$ cat src/rtl/traffic_pkg.sv
// Shared types and sizing helpers for the traffic light controller.
package traffic_pkg;

  typedef enum logic [1:0] {
    PH_RED    = 2'd0,
    PH_GREEN  = 2'd1,
    PH_YELLOW = 2'd2,
    PH_FLASH  = 2'd3
  } phase_e;

  localparam int unsigned DEF_RED_CYCLES        = 10;
  localparam int unsigned DEF_GREEN_CYCLES      = 15;
  localparam int unsigned DEF_YELLOW_CYCLES     = 5;
  localparam int unsigned DEF_GREEN_MIN_CYCLES  = 5;
  localparam int unsigned DEF_FLASH_HALF_CYCLES = 4;

  function automatic int unsigned max_dur(input int unsigned a, input int unsigned b,
                                          input int unsigned c);
    int unsigned m;
    m = a;
    if (b > m) m = b;
    if (c > m) m = c;
    return m;
  endfunction

  // Counter only ever holds duration-1, so $clog2(duration) bits suffice.
  function automatic int unsigned cnt_width(input int unsigned dur);
    return (dur < 2) ? 1 : $clog2(dur);
  endfunction

endpackage

$ cat src/rtl/traffic_light_controller_phase_timer.sv
// Loadable down-counter; done flags an enabled cycle at count zero.
module phase_timer #(
  parameter int unsigned            WIDTH     = 4,
  parameter logic [WIDTH-1:0]       RESET_VAL = '0
) (
  input  logic             clock,
  input  logic             reset,
  input  logic             load,
  input  logic             en,
  input  logic [WIDTH-1:0] load_val,
  output logic [WIDTH-1:0] count,
  output logic             done
);

  always_ff @(posedge clock or negedge reset) begin
    if (!reset) begin
      count <= RESET_VAL;
    end else if (load) begin
      count <= load_val;
    end else if (en && (count != '0)) begin
      count <= count - WIDTH'(1);
    end
  end

  assign done = en && (count == '0);

endmodule

$ cat src/rtl/traffic_light_controller.sv
// Single-approach RED/GREEN/YELLOW sequencer with pedestrian early exit,
// walk indication and fault flash mode.
module traffic_light_controller
  import traffic_pkg::*;
#(
  parameter int unsigned RED_CYCLES        = DEF_RED_CYCLES,
  parameter int unsigned GREEN_CYCLES      = DEF_GREEN_CYCLES,
  parameter int unsigned YELLOW_CYCLES     = DEF_YELLOW_CYCLES,
  parameter int unsigned GREEN_MIN_CYCLES  = DEF_GREEN_MIN_CYCLES,
  parameter int unsigned FLASH_HALF_CYCLES = DEF_FLASH_HALF_CYCLES
) (
  input  logic       clock,
  input  logic       reset,
  input  logic       enable,
  input  logic       ped_req,
  input  logic       fault,
  output logic       RED,
  output logic       GREEN,
  output logic       YELLOW,
  output logic       walk,
  output logic [1:0] phase
);

  localparam int unsigned CW = cnt_width(max_dur(RED_CYCLES, GREEN_CYCLES, YELLOW_CYCLES));
  localparam int unsigned FW = cnt_width(FLASH_HALF_CYCLES);

  localparam logic [CW-1:0] RED_LOAD    = CW'(RED_CYCLES - 1);
  localparam logic [CW-1:0] GREEN_LOAD  = CW'(GREEN_CYCLES - 1);
  localparam logic [CW-1:0] YELLOW_LOAD = CW'(YELLOW_CYCLES - 1);
  // GREEN has been lit for >= GREEN_MIN_CYCLES once count drops to this value.
  localparam logic [CW-1:0] GREEN_EXIT  = CW'(GREEN_CYCLES - GREEN_MIN_CYCLES);
  localparam logic [FW-1:0] FLASH_LOAD  = FW'(FLASH_HALF_CYCLES - 1);

  phase_e          state, state_nxt;
  logic            ped_pending, ped_nxt;
  logic            walk_nxt;
  logic            flash_on, flash_nxt;

  logic            tmr_load, tmr_en, tmr_done;
  logic [CW-1:0]   tmr_val, count;
  logic            fl_load, fl_en, fl_done;
  logic [FW-1:0]   fl_count_unused;

  phase_timer #(.WIDTH(CW), .RESET_VAL(RED_LOAD)) u_phase_timer (
    .clock    (clock),
    .reset    (reset),
    .load     (tmr_load),
    .en       (tmr_en),
    .load_val (tmr_val),
    .count    (count),
    .done     (tmr_done)
  );

  phase_timer #(.WIDTH(FW), .RESET_VAL(FLASH_LOAD)) u_flash_timer (
    .clock    (clock),
    .reset    (reset),
    .load     (fl_load),
    .en       (fl_en),
    .load_val (FLASH_LOAD),
    .count    (fl_count_unused),
    .done     (fl_done)
  );

  always_comb begin
    state_nxt = state;
    ped_nxt   = ped_pending | ped_req;
    walk_nxt  = walk;
    flash_nxt = flash_on;
    tmr_load  = 1'b0;
    tmr_val   = RED_LOAD;
    tmr_en    = enable;
    fl_load   = 1'b0;
    fl_en     = 1'b0;

    if (fault) begin
      state_nxt = PH_FLASH;
      ped_nxt   = 1'b0;
      walk_nxt  = 1'b0;
      tmr_en    = 1'b0;
      if (state != PH_FLASH) begin
        fl_load   = 1'b1;
        flash_nxt = 1'b1;
      end else begin
        fl_en = 1'b1;
        if (fl_done) begin
          flash_nxt = !flash_on;
          fl_load   = 1'b1;
        end
      end
    end else if (state == PH_FLASH) begin
      state_nxt = PH_RED;
      tmr_load  = 1'b1;
      tmr_val   = RED_LOAD;
      tmr_en    = 1'b0;
      walk_nxt  = 1'b0;
      ped_nxt   = 1'b0;
      flash_nxt = 1'b0;
    end else if (enable) begin
      unique case (state)
        PH_RED: begin
          if (tmr_done) begin
            state_nxt = PH_GREEN;
            tmr_load  = 1'b1;
            tmr_val   = GREEN_LOAD;
            walk_nxt  = 1'b0;
          end
        end
        PH_GREEN: begin
          if (tmr_done || (ped_pending && (count <= GREEN_EXIT))) begin
            state_nxt = PH_YELLOW;
            tmr_load  = 1'b1;
            tmr_val   = YELLOW_LOAD;
          end
        end
        PH_YELLOW: begin
          // A request arriving on the RED entry edge is served by this RED.
          if (tmr_done) begin
            state_nxt = PH_RED;
            tmr_load  = 1'b1;
            tmr_val   = RED_LOAD;
            walk_nxt  = ped_pending | ped_req;
            ped_nxt   = 1'b0;
          end
        end
        default: ;
      endcase
    end
  end

  always_ff @(posedge clock or negedge reset) begin
    if (!reset) begin
      state       <= PH_RED;
      ped_pending <= 1'b0;
      walk        <= 1'b0;
      flash_on    <= 1'b0;
      RED         <= 1'b1;
      GREEN       <= 1'b0;
      YELLOW      <= 1'b0;
    end else begin
      state       <= state_nxt;
      ped_pending <= ped_nxt;
      walk        <= walk_nxt;
      flash_on    <= flash_nxt;
      RED         <= (state_nxt == PH_RED);
      GREEN       <= (state_nxt == PH_GREEN);
      YELLOW      <= (state_nxt == PH_YELLOW) || ((state_nxt == PH_FLASH) && flash_nxt);
    end
  end

  assign phase = state;

endmodule

$ cat config.mk
export PLATFORM = sky130hd
export DESIGN_NAME = traffic_light_controller
export DESIGN_NICKNAME = d
export VERILOG_FILES = /design/src/rtl/traffic_pkg.sv /design/src/rtl/traffic_light_controller_phase_timer.sv /design/src/rtl/traffic_light_controller.sv
export SDC_FILE = /design/constraint.sdc
export NUM_CORES = 1
export LEC_CHECK = 0
export ABC_AREA = 1
export BUFFER_PORTS_ARGS = -buffer_cell sky130_fd_sc_hd__buf_2
export CAP_MARGIN = 10
export CORE_ASPECT_RATIO = 1.1
export CORE_MARGIN = 2
export CORE_UTILIZATION = 50
export DETAILED_ROUTE_END_ITERATION = 8
export HOLD_SLACK_MARGIN = 0.05
export PLACE_DENSITY = 0.75
export SETUP_SLACK_MARGIN = 0.15
export SYNTH_ARGS = -nofsm -noshare
export SYNTH_HDL_FRONTEND = slang
export SYNTH_HIERARCHICAL = 1
export SYNTH_SLANG_ARGS = --single-unit
$ cat constraint.sdc
create_clock -name clock -period 2.7 [get_ports clock]
set_input_delay 0.54 -clock clock [delete_from_list [all_inputs] [get_ports clock]]
set_output_delay 0.54 -clock clock [all_outputs]
set_load 0.02 [all_outputs]
==> impl_metrics.yaml, run 1 <==
floorplan:
  num_rows: 16
  die_h_microns: 48.5
  die_width_microns: 44.5
  initial_utilization: 0.517
  core_area_sq_um: 1740
  io_pins: 11
  dieArea_sq_um: 2160
setup_path:
  cp-end-kind: "flop"
  worstPathArrival_ps: 2460
  cp-start-kind: "flop"
  path_buf_inv: 6
  crit_chain: "nand2_2, inv_2, nor2_1, inv_2, nor2_4, inv_1, nor2_1, inv_1, nand2_1, nand3_1, a31oi_1, buf_4, inv_2, or2_0, nand3_1, nand2_1"
  critPathMaxStageDelay_ps: 470
  cpMostUsedCell: "inv_2"
  setup.worst_path.class: "reg -> reg"
  startpoint: "phase[1]"
  crit_slowest_cell: "dfrtp_1"
  r2r_start: "phase[1]"
  worstReg2RegEnd: "u_phase_timer/count[3]"
  path_delay_family: "simple AND/OR/NAND/NOR gates"
  rrSetupSlack_ps: 450
  cp_data_required_time_ps: 2910
  r2r_cells: 16
  path_max_fanout: 6
sta:
  worst_slack_ps: 453
  fin_tns_setup_ps: 0
  fin_crit_ps: 2250
  fmax_ghz: 0.445
  hold_viol: 0
  drv_slew: 0
  setup_violations: 0
  rsz0062_at_grt: "false"
  skew_ps: 0.917
  finalCritPeriodShare: 0.832
pwr:
  pwr-share-seq: 0.419
  vdd_drop_max_mv: 0.475
  p_int_mw: 0.495
  p_switching_mw: 0.321
  combPwrFrac: 0.399
  p_leak_nw: 0.545
  power.share.clock: 0.182
  power_density_nw_per_um2: 793
  swShare: 0.394
layout:
  antenna_cells: 0
  area_growth_pct: 14.2
  fin_cells: 167
  finish.net_count: 157
  fillers: 167
  layout-drive-gt1-share: 0.255
detailed_routing:
  drt_iter0_markers: 23
  ant_nets: 0
  vias_per_cell: 5.09
  drc: 0
  first_pass_iters: 4
  wl_per_cell_microns: 10.7
  vias: 850
  totalWireLength_microns: 1790
grt:
  grt_pass1_wl_microns: 3130
  overflow: 0
  grt_max_degree: 15
  grt_usage: 0.191
  grt_pass1_vias: 768
  antenna_found_initial: 0
clock_tree:
  htreeDepth: 1
  cts_resized: 0
  clk_pin_slew_ps: 80
  clock_sinks: 14
  cts_hold_buf: 0
  worstSkewPairLatency_ps: 270
  cts_buffers: 3
  post-cts-setup-buffer-count: 0
  cts_root_buf: "clkbuf_4"
  cts_tree: "done"
  cts_max_path_buffers: 2
outcome:
  status: "completed"
logic_synthesis:
  ys_async_sr_fraction: 1.00
  ys_ff_latch: 14
  syn_area_sq_um: 901
  synth_seq_area_share: 0.396
  synth_edf_count: 0
  avgSynthCellArea_sq_um: 6.82
  synthCells: 132
  synth_ff_type: "dfrtp_1"
  yosys_warnings: 6
  synthDistinctLibCells: 22
placement:
  post-place-ws_ps: 408
  io_buffers: 10
  place_inst: 163
  gp_congestion: 0.929
  dp.final_hpwl_microns: 1390
hold_path:
  min_path_type: "in -> async"
job:
  maxCapViolCount: 0
sequential cells by signal, summed over array words and instances (netlist names):
| register | flops |
|---|---|
| u_phase_timer/count | 4 |
| phase | 2 |
| u_flash_timer/count | 2 |
| GREEN | 1 |
| RED | 1 |
| YELLOW | 1 |
| flash_on | 1 |
| ped_pending | 1 |
| walk | 1 |
logic make-up (layout without fill, tap and decap cells):
kind of cell	count (synthesis)	after routing	share of synthesized area
flip-flops	14	14	0.396
adder cells (fa/ha/maj)	2	2	0.0278
other	1	2	0.00416
buffers and inverters	27	43	0.113
AO/OA/AOI/OAI	15	15	0.0889
AND/OR/NAND/NOR	73	73	0.371
per-layer routing:
layer / up-vias / track usage / routed length, microns / share of wire
met5: - / 0 / 0 / 0
met1: 396 / 0.262 / 856 / 0.48
met2: 17 / 0.292 / 861 / 0.48
met3: 2 / 0.0336 / 57 / 0.032
met4: 0 / 0.0758 / 17 / 0.0095
li1: 435 / - / - / -
worst max path at each step:
| stage | end | slack [ps] | cells past startpoint |
|---|---|---|---|
| 3_3_place_gp | u_phase_timer/count[3] | 480 | 15 |
| 2_1_floorplan | u_phase_timer/count[3] | 340 | 15 |
| 6_report | u_phase_timer/count[3] | 450 | 16 |
| 3_5_place_dp | u_phase_timer/count[3] | 410 | 15 |
| 5_1_grt | u_phase_timer/count[3] | 230 | 16 |
| 4_1_cts | u_phase_timer/count[3] | 440 | 16 |
placed cells by master, fill, tap and decap left out:
| cell | n |
|---|---|
| dfstp_2 | 5 |
| a21oi_1 | 4 |
| dfrtp_1 | 9 |
| inv_2 | 8 |
| nand3_1 | 9 |
| nand2_1 | 37 |
| nand3_2 | 1 |
| a31oi_1 | 1 |
| conb_1 | 2 |
| buf_4 | 2 |
| nor3_1 | 1 |
| inv_1 | 19 |
| nand3_4 | 1 |
| nor2_4 | 1 |
| o21ai_0 | 5 |
| ha_1 | 2 |
| or2_0 | 1 |
| clkbuf_8 | 1 |
| o21ai_2 | 1 |
| buf_2 | 10 |
| nor2_2 | 1 |
| clkbuf_4 | 3 |
| or3b_1 | 1 |
| nor2_1 | 16 |
| nand2_2 | 4 |
| o21ai_1 | 4 |
power groups by stage:
stage / Sequential (mW) / Combinational (mW) / Clock [mW]
after floorplan: 0.344 / 0.239 / 0
after global placement: 0.342 / 0.311 / 0
after detailed placement: 0.344 / 0.325 / 0
after CTS: 0.340 / 0.326 / 0.159
after global routing: 0.349 / 0.386 / 0.169
final: 0.341 / 0.325 / 0.148
worst reg2reg max path, stage by stage, from the launching register on:
cell	delay [ps]
dfrtp_1	470
nand2_2	150
inv_2	60
nor2_1	110
inv_2	70
nor2_4	140
inv_1	70
nor2_1	150
inv_1	70
nand2_1	130
nand3_1	90
a31oi_1	140
buf_4	160
inv_2	60
or2_0	190
nand3_1	80
nand2_1	50
synth_stat cells, types with 2 or more instances:
cell,number,area share
nand2_1,37,0.15
inv_1,19,0.079
nor2_1,16,0.067
dfrtp_1,9,0.25
nand3_1,9,0.050
inv_2,8,0.033
dfstp_2,5,0.15
o21ai_0,5,0.028
a21oi_1,4,0.022
nand2_2,4,0.028
o21ai_1,4,0.022
ha_1,2,0.028
through the flow:
step,util,cell area [sq um],power (mW),hold slack (ps)
floorplan,-,905,0.583,244
global placement,0.570,992,0.653,453
detailed placement,0.570,992,0.669,454
CTS,0.591,1030,0.824,143
global route,0.591,1030,0.904,162
finish,0.591,1030,0.815,144
final cells by class:
class | count | area [sq um] | share of cell area
Multi-Input combinational cell | 92 | 447 | 0.434
Inverter | 27 | 101 | 0.0985
Clock buffer | 4 | 36.3 | 0.0353
Timing Repair Buffer | 12 | 65.1 | 0.0633
Sequential cell | 14 | 357 | 0.347
Tap cell | 18 | 22.5 | 0.0219
Power figures use the tool's default switching activity.
==> run 2: changes to the inputs <==
Settings changed: PLACE_DENSITY 0.75 to 0.78.
Clock period 2.7 ns to 2 ns, I/O delays scaled along.
==> impl_metrics.yaml, run 2 (synthesis results as in run 1) <==
hold_path:
  holdCritStartpoint: "fault"
  min_path_type: "in -> reg"
  min_to: "ped_pending"
  min_path_cells: 4
pwr:
  vdd_drop_max_mv: 0.585
  p_leak_nw: 0.638
  power.total_mw: 1.24
  swShare: 0.406
  pwr-share-seq: 0.376
  power.share.clock: 0.161
  p_int_mw: 0.734
  p_switching_mw: 0.501
  power_density_nw_per_um2: 976
  combPwrFrac: 0.463
setup_path:
  worstPathArrival_ps: 2130
  r2r_start: "phase[0]"
  path_max_fanout: 4
  crit_slowest_cell: "dfrtp_2"
  critPathMaxStageDelay_ps: 430
  rrSetupSlack_ps: 80
  cp-start-kind: "flop"
  r2r_cells: 15
  crit_chain: "nand2_4, inv_2, nor2_2, inv_2, nor2_4, inv_2, nor2_4, inv_2, nand2_4, nand3_4, a31oi_4, inv_2, or2_1, nand3_1, nand2_1"
  cp_data_required_time_ps: 2210
  startpoint: "phase[0]"
  cp-end-kind: "flop"
  cpMostUsedCell: "inv_2"
  worstReg2RegEnd: "u_phase_timer/count[3]"
  setup.worst_path.class: "reg -> reg"
floorplan:
  num_rows: 16
  io_pins: 11
  core_area_sq_um: 1740
  initial_utilization: 0.517
  die_width_microns: 44.5
  die_h_microns: 48.5
  dieArea_sq_um: 2160
clock_tree:
  cts_root_buf: "clkbuf_4"
  cts_buffers: 3
  clock_sinks: 14
  worstSkewPairLatency_ps: 270
  clk_pin_slew_ps: 80
  cts_tree: "done"
  cts_max_path_buffers: 2
  htreeDepth: 1
detailed_routing:
  drt_iter0_markers: 23
  drc: 0
  ant_nets: 0
  wl_per_cell_microns: 12.3
  totalWireLength_microns: 2280
  first_pass_iters: 4
  vias_per_cell: 5.10
  vias: 944
layout:
  seq_area_sq_um: 359
  fillers: 145
  finish.net_count: 175
  regMostFlops: "u_phase_timer/count"
  largest_reg_flops: 4
  area_growth_pct: 40.6
  final_common_cell: "nand2_1"
  layout-drive-gt1-share: 0.455
  final_area_sq_um: 1270
  final_cell_mix: "30 x nand2_1, 16 x inv_1, 16 x buf_4"
  fin_util: 0.727
  antenna_cells: 0
  multiInputGateArea_sq_um: 533
grt:
  grt_usage: 0.206
  grt_max_degree: 15
  antenna_found_initial: 0
  grt_pass1_vias: 850
  grt_pass1_wl_microns: 3390
  overflow: 0
sta:
  setup_violations: 0
  finalCritPeriodShare: 0.961
  drv_slew: 0
  fmax_ghz: 0.520
  holdWs_ps: 411
  hold_viol: 0
  fin_crit_ps: 1920
  rsz0062_at_grt: "true"
  skew_ps: 1.65
placement:
  gp_congestion: 0.858
  dp.final_hpwl_microns: 1450
  io_buffers: 10
  postPlaceCellArea_sq_um: 1050
job:
  maxCapViolCount: 0
outcome:
  status: "completed"
run 2: changes by cell type in the layout (fill, tap and decap cells not counted), moves of 3 or more:
cell     change
a21oi_2      +3
nand2_1      -7
buf_6        +3
inv_1        -3
inv_2        +3
buf_4       +14
nor2_1       -3
nand2_2      +5
a21oi_1      -3
run 2: how the worst max path moves through the flow:
stage | to | slack [ps] | cells past startpoint
finish | u_phase_timer/count[3] | 80 | 15
global route | u_phase_timer/count[3] | -20 | 15
detailed placement | u_phase_timer/count[2] | 20 | 16
global placement | u_phase_timer/count[3] | 70 | 15
CTS | u_phase_timer/count[3] | 100 | 14
floorplan | u_phase_timer/count[3] | -6 | 15
run 2: worst max-delay path: cells and delay by family (launching register included):
family | cells | cell delay (ps)
and+or+nand+nor | 9 | 880
DFF | 1 | 430
buffers and inverters | 5 | 320
AOI/OAI and AO/OA | 1 | 210
run 2: power by group through the flow:
stage | combinational (mW) | clock [mW] | sequential [mW]
3_5_place_dp | 0.467 | 0 | 0.464
4_1_cts | 0.506 | 0.208 | 0.457
5_1_grt | 0.636 | 0.218 | 0.477
2_1_floorplan | 0.340 | 0 | 0.467
3_3_place_gp | 0.450 | 0 | 0.459
6_report | 0.572 | 0.199 | 0.464
run 2: cell type report:
class                   instances  share of cell area
inverters                      27              0.0800
flip-flops and latches         14               0.284
well taps                      18              0.0178
repair buffers                 30               0.169
clock buffers                   4              0.0287
multi-input cells              92               0.421
run 2: per-stage QoR:
stage	worst slack [ps]	setup TNS [ps]	cells
after floorplan	-5.50	-5.50	133
after global routing	-24.0	-24.0	185
after global placement	74.1	0	166
final	77.1	0	185
after CTS	100	0	179
after detailed placement	21.9	0	166
run 2: repair_timing:
action                                  in CTS  in global routing
hold buffers                                 1                  0
pin swaps                                    5                  5
resized for setup                            5                 16
hold endpoints to repair                     9                  0
endpoints found under the setup margin       4                  6
buffers inserted                             8                  6
run 2: per-layer routing:
layer	wire [microns]	part of all wire	track usage	up-vias
met5	0	0	0	-
met4	47	0.021	0.0909	0
met3	82	0.036	0.0149	6
met2	1210	0.53	0.333	30
met1	937	0.41	0.275	437
li1	-	-	-	471
